[src/rtl/combat_resolver.sv]
// combat_resolver: per-frame hitbox vs hurtbox resolution, health and
// hitstun tracking, and the round FIGHT/KO/RESTART sequence.
module combat_resolver #(
  parameter int MAX_HEALTH     = 100,
  parameter int DAMAGE         = 10,
  parameter int ACTIVE_STATE   = 4,
  parameter int HITSTUN_FRAMES = 8,
  parameter int KO_FRAMES      = 120,
  parameter int HW             = 7
) (
  input  logic          clk,
  input  logic          rst,
  input  logic          frame_tick,
  input  logic [3:0]    p1_state,
  input  logic [3:0]    p2_state,
  input  logic [9:0]    p1_hit_x1,
  input  logic [9:0]    p1_hit_x2,
  input  logic [9:0]    p1_hit_y1,
  input  logic [9:0]    p1_hit_y2,
  input  logic [9:0]    p2_hit_x1,
  input  logic [9:0]    p2_hit_x2,
  input  logic [9:0]    p2_hit_y1,
  input  logic [9:0]    p2_hit_y2,
  input  logic [9:0]    p1_hurt_x1,
  input  logic [9:0]    p1_hurt_x2,
  input  logic [9:0]    p1_hurt_y1,
  input  logic [9:0]    p1_hurt_y2,
  input  logic [9:0]    p2_hurt_x1,
  input  logic [9:0]    p2_hurt_x2,
  input  logic [9:0]    p2_hurt_y1,
  input  logic [9:0]    p2_hurt_y2,
  output logic [HW-1:0] p1_health,
  output logic [HW-1:0] p2_health,
  output logic          p1_hit,
  output logic          p2_hit,
  output logic          p1_stunned,
  output logic          p2_stunned,
  output logic [1:0]    round_state,
  output logic [1:0]    winner,
  output logic          round_restart
);

  localparam logic [HW-1:0] LP_MAX = HW'(MAX_HEALTH);
  localparam logic [HW-1:0] LP_DMG = HW'(DAMAGE);
  localparam logic [3:0]    LP_ACT = 4'(ACTIVE_STATE);
  localparam logic [7:0]    LP_STUN = 8'(HITSTUN_FRAMES);
  localparam logic [7:0]    LP_KO_LAST = 8'(KO_FRAMES - 1);

  typedef enum logic [1:0] {
    S_FIGHT   = 2'd0,
    S_KO      = 2'd1,
    S_RESTART = 2'd2
  } state_t;

  state_t        r_state;
  state_t        w_nxt;
  logic [HW-1:0] r_h1;
  logic [HW-1:0] r_h2;
  logic [7:0]    r_stun1;
  logic [7:0]    r_stun2;
  logic          r_cons1;
  logic          r_cons2;
  logic [1:0]    r_winner;
  logic [7:0]    r_ko_cnt;
  logic          r_p1_hit;
  logic          r_p2_hit;

  logic          w_ovl1;
  logic          w_ovl2;
  logic          w_fight_tick;
  logic          w_decay;
  logic          w_hit1;
  logic          w_hit2;
  logic [HW-1:0] w_h1_nxt;
  logic [HW-1:0] w_h2_nxt;
  logic [7:0]    w_stun1_nxt;
  logic [7:0]    w_stun2_nxt;
  logic          w_cons1_nxt;
  logic          w_cons2_nxt;
  logic          w_ko_go;
  logic          w_enter_rst;

  function automatic logic [9:0] f_min(
    input logic [9:0] a,
    input logic [9:0] b
  );
    return (a < b) ? a : b;
  endfunction

  function automatic logic [9:0] f_max(
    input logic [9:0] a,
    input logic [9:0] b
  );
    return (a < b) ? b : a;
  endfunction

  // Corners may arrive in either order; normalise before the inclusive test.
  function automatic logic f_span(
    input logic [9:0] a1,
    input logic [9:0] a2,
    input logic [9:0] b1,
    input logic [9:0] b2
  );
    return (f_min(a1, a2) <= f_max(b1, b2)) &&
           (f_min(b1, b2) <= f_max(a1, a2));
  endfunction

  function automatic logic [HW-1:0] f_dmg(
    input logic [HW-1:0] h
  );
    return (h > LP_DMG) ? h - LP_DMG : '0;
  endfunction

  function automatic logic [7:0] f_stun(
    input logic       hit,
    input logic       dec,
    input logic [7:0] s
  );
    if (hit)
      return LP_STUN;
    else if (dec && s != 8'd0)
      return s - 8'd1;
    else
      return s;
  endfunction

  function automatic logic f_cons(
    input logic hit,
    input logic tick,
    input logic act,
    input logic c
  );
    if (hit)
      return 1'b1;
    else if (tick && !act)
      return 1'b0;
    else
      return c;
  endfunction

  assign w_ovl1 =
    f_span(p1_hit_x1, p1_hit_x2, p2_hurt_x1, p2_hurt_x2) &&
    f_span(p1_hit_y1, p1_hit_y2, p2_hurt_y1, p2_hurt_y2);

  assign w_ovl2 =
    f_span(p2_hit_x1, p2_hit_x2, p1_hurt_x1, p1_hurt_x2) &&
    f_span(p2_hit_y1, p2_hit_y2, p1_hurt_y1, p1_hurt_y2);

  assign w_fight_tick = frame_tick && (r_state == S_FIGHT);
  assign w_decay = frame_tick && (r_state != S_RESTART);

  // w_hit1: P1 lands on P2; w_hit2: P2 lands on P1.
  assign w_hit1 = w_fight_tick && (p1_state == LP_ACT) &&
                  !r_cons1 && (r_stun1 == 8'd0) && w_ovl1;
  assign w_hit2 = w_fight_tick && (p2_state == LP_ACT) &&
                  !r_cons2 && (r_stun2 == 8'd0) && w_ovl2;

  assign w_h1_nxt = w_hit2 ? f_dmg(r_h1) : r_h1;
  assign w_h2_nxt = w_hit1 ? f_dmg(r_h2) : r_h2;

  assign w_stun1_nxt = f_stun(w_hit2, w_decay, r_stun1);
  assign w_stun2_nxt = f_stun(w_hit1, w_decay, r_stun2);

  assign w_cons1_nxt =
    f_cons(w_hit1, frame_tick, p1_state == LP_ACT, r_cons1);
  assign w_cons2_nxt =
    f_cons(w_hit2, frame_tick, p2_state == LP_ACT, r_cons2);

  assign w_ko_go = (w_h1_nxt == '0) || (w_h2_nxt == '0);
  assign w_enter_rst = (r_state == S_KO) && (w_nxt == S_RESTART);

  always_ff @(posedge clk or posedge rst) begin
    if (rst)
      r_state <= S_FIGHT;
    else
      r_state <= w_nxt;
  end

  always_comb begin
    w_nxt = r_state;
    unique case (r_state)
      S_FIGHT:
        if (w_ko_go)
          w_nxt = S_KO;
      S_KO:
        if (frame_tick && r_ko_cnt == LP_KO_LAST)
          w_nxt = S_RESTART;
      S_RESTART:
        w_nxt = S_FIGHT;
      default:
        w_nxt = S_FIGHT;
    endcase
  end

  always_comb begin
    round_state   = r_state;
    round_restart = (r_state == S_RESTART);
  end

  // Restart values are loaded on entry so they are visible with the pulse.
  always_ff @(posedge clk or posedge rst) begin
    if (rst) begin
      r_h1     <= LP_MAX;
      r_h2     <= LP_MAX;
      r_stun1  <= 8'd0;
      r_stun2  <= 8'd0;
      r_cons1  <= 1'b0;
      r_cons2  <= 1'b0;
      r_winner <= 2'd0;
      r_ko_cnt <= 8'd0;
      r_p1_hit <= 1'b0;
      r_p2_hit <= 1'b0;
    end else begin
      r_p1_hit <= w_hit2;
      r_p2_hit <= w_hit1;
      if (w_enter_rst) begin
        r_h1     <= LP_MAX;
        r_h2     <= LP_MAX;
        r_stun1  <= 8'd0;
        r_stun2  <= 8'd0;
        r_cons1  <= 1'b0;
        r_cons2  <= 1'b0;
        r_winner <= 2'd0;
        r_ko_cnt <= 8'd0;
      end else begin
        r_h1    <= w_h1_nxt;
        r_h2    <= w_h2_nxt;
        r_stun1 <= w_stun1_nxt;
        r_stun2 <= w_stun2_nxt;
        r_cons1 <= w_cons1_nxt;
        r_cons2 <= w_cons2_nxt;
        if (r_state == S_FIGHT && w_nxt == S_KO) begin
          r_winner <= {w_h1_nxt == '0, w_h2_nxt == '0};
          r_ko_cnt <= 8'd0;
        end else if (r_state == S_KO && frame_tick) begin
          r_ko_cnt <= r_ko_cnt + 8'd1;
        end
      end
    end
  end

  assign p1_health  = r_h1;
  assign p2_health  = r_h2;
  assign p1_hit     = r_p1_hit;
  assign p2_hit     = r_p2_hit;
  assign p1_stunned = (r_stun1 != 8'd0);
  assign p2_stunned = (r_stun2 != 8'd0);
  assign winner     = r_winner;

endmodule

[config.mk]
export PLATFORM = sky130hd
export DESIGN_NAME = combat_resolver
export DESIGN_NICKNAME = d
export VERILOG_FILES = /design/src/rtl/combat_resolver.sv
export SDC_FILE = /design/constraint.sdc
export NUM_CORES = 1
export LEC_CHECK = 0
export ABC_AREA = 0
export BUFFER_PORTS_ARGS = -buffer_cell sky130_fd_sc_hd__buf_2
export CAP_MARGIN = 40
export CORE_UTILIZATION = 30
export DETAILED_ROUTE_END_ITERATION = 7
export PLACE_DENSITY = 0.53
export SYNTH_ARGS = -nofsm -noshare
export SYNTH_HDL_FRONTEND = slang
export SYNTH_SLANG_ARGS = --single-unit
[constraint.sdc]
create_clock -name clk -period 4.6 [get_ports clk]
set_clock_uncertainty 0.1 [all_clocks]
set_input_delay 0.69 -clock clk [delete_from_list [all_inputs] [get_ports clk]]
set_output_delay 0.69 -clock clk [all_outputs]
set_load 0.005 [all_outputs]
==> flow_metrics.env <==
export IMPL_n_antenna_cell=0
export IMPL_rsz0062_at_grt="yes"
export IMPL_tns_ps=-1040
export IMPL_drive_above_1_share_pct=53.5
export IMPL_met2_usage_pct=32.1
export IMPL_yosysTopAreaCell="ha_1"
export IMPL_top_usage_layer="met2"
export IMPL_slew_viol_final=0
export IMPL_layout_nets=1669
export IMPL_p_int_mw=1.75
export IMPL_endpoint_kind="flop"
export IMPL_io_buffers=193
export IMPL_leakage_nw=6.33
export IMPL_cp_arrival_ps=4800
export IMPL_synth_area_leaders="ha_1 (25%), dfrtp_1 (13%), mux2_2 (12%), mux2i_1 (11%), inv_1 (4.6%)"
export IMPL_vdd_drop_max_v=0.000187
export IMPL_crit_path_max_incr_delay_ps=370
export IMPL_area_growth_pct=64.3
export IMPL_grt_max_degree=36
export IMPL_worst_slew_pin_slew_ps=722
export IMPL_met1_usage_pct=23.6
export IMPL_fin_ws_ps=-123
export IMPL_post_drt_wl_per_cell_um=14.5
export IMPL_die_area_mm2=0.0268
export IMPL_power_density_mw_per_mm2=218
export IMPL_synth_nets=1224
export IMPL_initial_core_util_pct=30.9
export IMPL_tritoncts="yes"
export IMPL_clk_pin_slew_ps=60
export IMPL_layoutNonFillerInstCount=1672
export IMPL_cp_required_ps=4670
export IMPL_cts_root_buf="clkbuf_16"
export IMPL_grt_pass1_vias=8394
export IMPL_setup_viol_count_final=15
export IMPL_async_flop_share_pct=100
export IMPL_max_slew_margin_rel_pct=51.7
export IMPL_num_rows=58
export IMPL_critPathLaunch="p1_hit_x2[1]"
export IMPL_drt_first_iter_violations=247
export IMPL_wl_um=24300
export IMPL_path_max_fanout=6
export IMPL_via_per_inst=4.89
export IMPL_cts_hold_buf=0
export IMPL_hold_viol=0
export IMPL_drc=0
export IMPL_drt_first_pass_iters=6
export IMPL_swShare_pct=37.7
export IMPL_critPathKind="primary input to flop"
export IMPL_synth_avg_cell_area_um2=8.75
export IMPL_yosysSeqAreaShare_pct=14.8
export IMPL_p_switching_mw=1.06
export IMPL_grt_use_met3_pct=1.40
export IMPL_antenna_found_initial=0
export IMPL_grt_overflow_total=0
export IMPL_r2r_start="r_stun2[0]"
export IMPL_path_cells="buf_6 -> inv_2 -> ha_4 -> a21o_1 -> a21o_1 -> a21o_1 -> a2111oi_4 -> o21a_1 -> nor3_4 -> buf_6 -> buf_4 -> mux2_2 -> ha_1 -> a21oi_2 -> o21ai_2 -> a2111oi_4 -> nor3b_2 -> nor4b_4 -> mux2i_2 -> nor4b_4 -> buf_4 -> a211o_1"
export IMPL_power_frac_comb_pct=65.6
export IMPL_synth_ff_type="dfrtp_1"
export IMPL_violations="setup timing"
export IMPL_hold_class="primary input to async pin"
export IMPL_grt_pass1_wl_um=39300
export IMPL_coreArea_mm2=0.0254
export IMPL_vias=8168
export IMPL_min_period_ps=4720
export IMPL_fp_dieH_um=164
export IMPL_yosysWarnings=0
export IMPL_cpMaxStageDelayCell="nor4b_4"
export IMPL_synth_edf_count=0
export IMPL_seq_power_share_pct=21.4
export IMPL_clkLatencyLatePin_ps=280
export IMPL_post_dp_hpwl_um=19200
export IMPL_drv_cap=0
export IMPL_max_freq_mhz=212
export IMPL_period_share_pct=103
export IMPL_yosysUniqueCellTypes=62
export IMPL_h_tree_depth=2
export IMPL_clkPwrFrac_pct=13.0
export IMPL_max_clock_path_buffers=2
export IMPL_layout_commonest_cell="buf_4"
export IMPL_synth_top_area_share_pct=25.1
export IMPL_final_core_util_pct=50.7
export IMPL_synthCells=896
export IMPL_cp_common_cell="a21o_1"
export IMPL_die_width_um=164
export IMPL_layout_common_cells="buf_4 (232), buf_2 (185), ha_1 (120)"
export IMPL_drtAntennaViolNets=0
export IMPL_gp_congestion=0.827
export IMPL_cts_made_buffers=5
export IMPL_grt_use_total_pct=17.9
export IMPL_syn_cell_area_mm2=0.00784
export IMPL_design_portCount=194
export IMPL_dp_cells=1615
export IMPL_cts_sinks=46
export IMPL_status="finished, violations left"
export IMPL_critPathLaunchType="primary input"
export IMPL_ys_seq_elements=46
[worst max-delay path, delay by kind of cell]
family	cells	cell delay, ps
buffers and inverters	5	570
and+or+nand+nor	4	650
AOI/OAI and AO/OA	9	1790
adders and majority gates	2	500
muxes	2	580
[cells by family after synthesis]
kind of cell / Yosys count / synth area share, %
simple gates: 236 / 16.9
compound gates: 149 / 12.2
xor+xnor: 17 / 1.90
buf+inv: 122 / 6.19
flops: 46 / 14.8
fa+ha+maj: 157 / 25.1
mux: 169 / 22.9
[flip-flops by register name, indices dropped and copies added (netlist names)]
register,count
r_cons1,1
p1_health,7
round_state,2
p2_health,7
r_ko_cnt,8
winner,2
r_stun1,8
p1_hit,1
p2_hit,1
r_cons2,1
r_stun2,8
[power groups by stage]
stage	sequential, mW	combinational, mW	clock (mW)
after floorplan	0.579	0.931	0
after global placement	0.600	1.39	0
after detailed placement	0.601	1.44	0
after CTS	0.598	1.70	0.371
after global routing	0.615	2.05	0.392
final	0.601	1.84	0.365
[per-layer routing]
metal | up-vias | routed length [µm]
li1 | 4171 | -
met1 | 3813 | 11400
met2 | 165 | 11900
met3 | 19 | 791
met4 | 0 | 208
met5 | - | 0
[cells in the mapped netlist, types with 9 or more instances]
library cell,n
a2111oi_0,10
a211oi_1,10
a21o_1,25
a21oi_1,38
clkbuf_1,13
dfrtp_1,40
ha_1,157
inv_1,96
mux2_2,81
mux2i_1,88
nand2_1,41
nand2b_1,18
nand3_1,9
nand4_1,18
nor2_1,47
nor2b_1,9
nor3_1,43
o21a_1,15
o21ai_0,35
xnor2_1,11
[final timing paths]
path | to | depth (start not counted) | slack [ps]
max | round_state[0] | 22 | -120
min | p2_health[0] | 2 | 250
max reg2reg | winner[0] | 10 | 910
min reg2reg | r_cons2 | 2 | 420
max in group asynchronous | p1_health[5] | 3 | 3600
min in group clk | r_cons2 | 2 | 420
[area by class of cell]
| type | instances | area [µm²] |
|---|---|---|
| Inverter | 96 | 370 |
| Multi-Input combinational cell | 729 | 7510 |
| Clock buffer | 8 | 146 |
| Fill cell | 2381 | 12500 |
| Tap cell | 330 | 413 |
| Sequential cell | 46 | 1160 |
| Timing Repair Buffer | 463 | 3280 |
[metrics by stage]
| stage | instance area [µm²] | hold slack, ps | power, mW | setup WS [ps] |
|---|---|---|---|---|
| global route | 12900 | 268 | 3.05 | -351 |
| finish | 12900 | 246 | 2.81 | -123 |
| floorplan | 8050 | 380 | 1.51 | 1.23 |
| global placement | 11000 | 399 | 1.99 | -859 |
| CTS | 12300 | 258 | 2.67 | -137 |
| detailed placement | 11100 | 407 | 2.04 | -649 |
[timing repair]
item | in CTS | in global routing
endpoints found under the setup margin | 33 | 44
pin swaps | 73 | 52
gates cloned | 6 | 1
buffers inserted | 29 | 15
resized for setup | 138 | 92
Note: power is estimated with default switching activity, not from simulation.
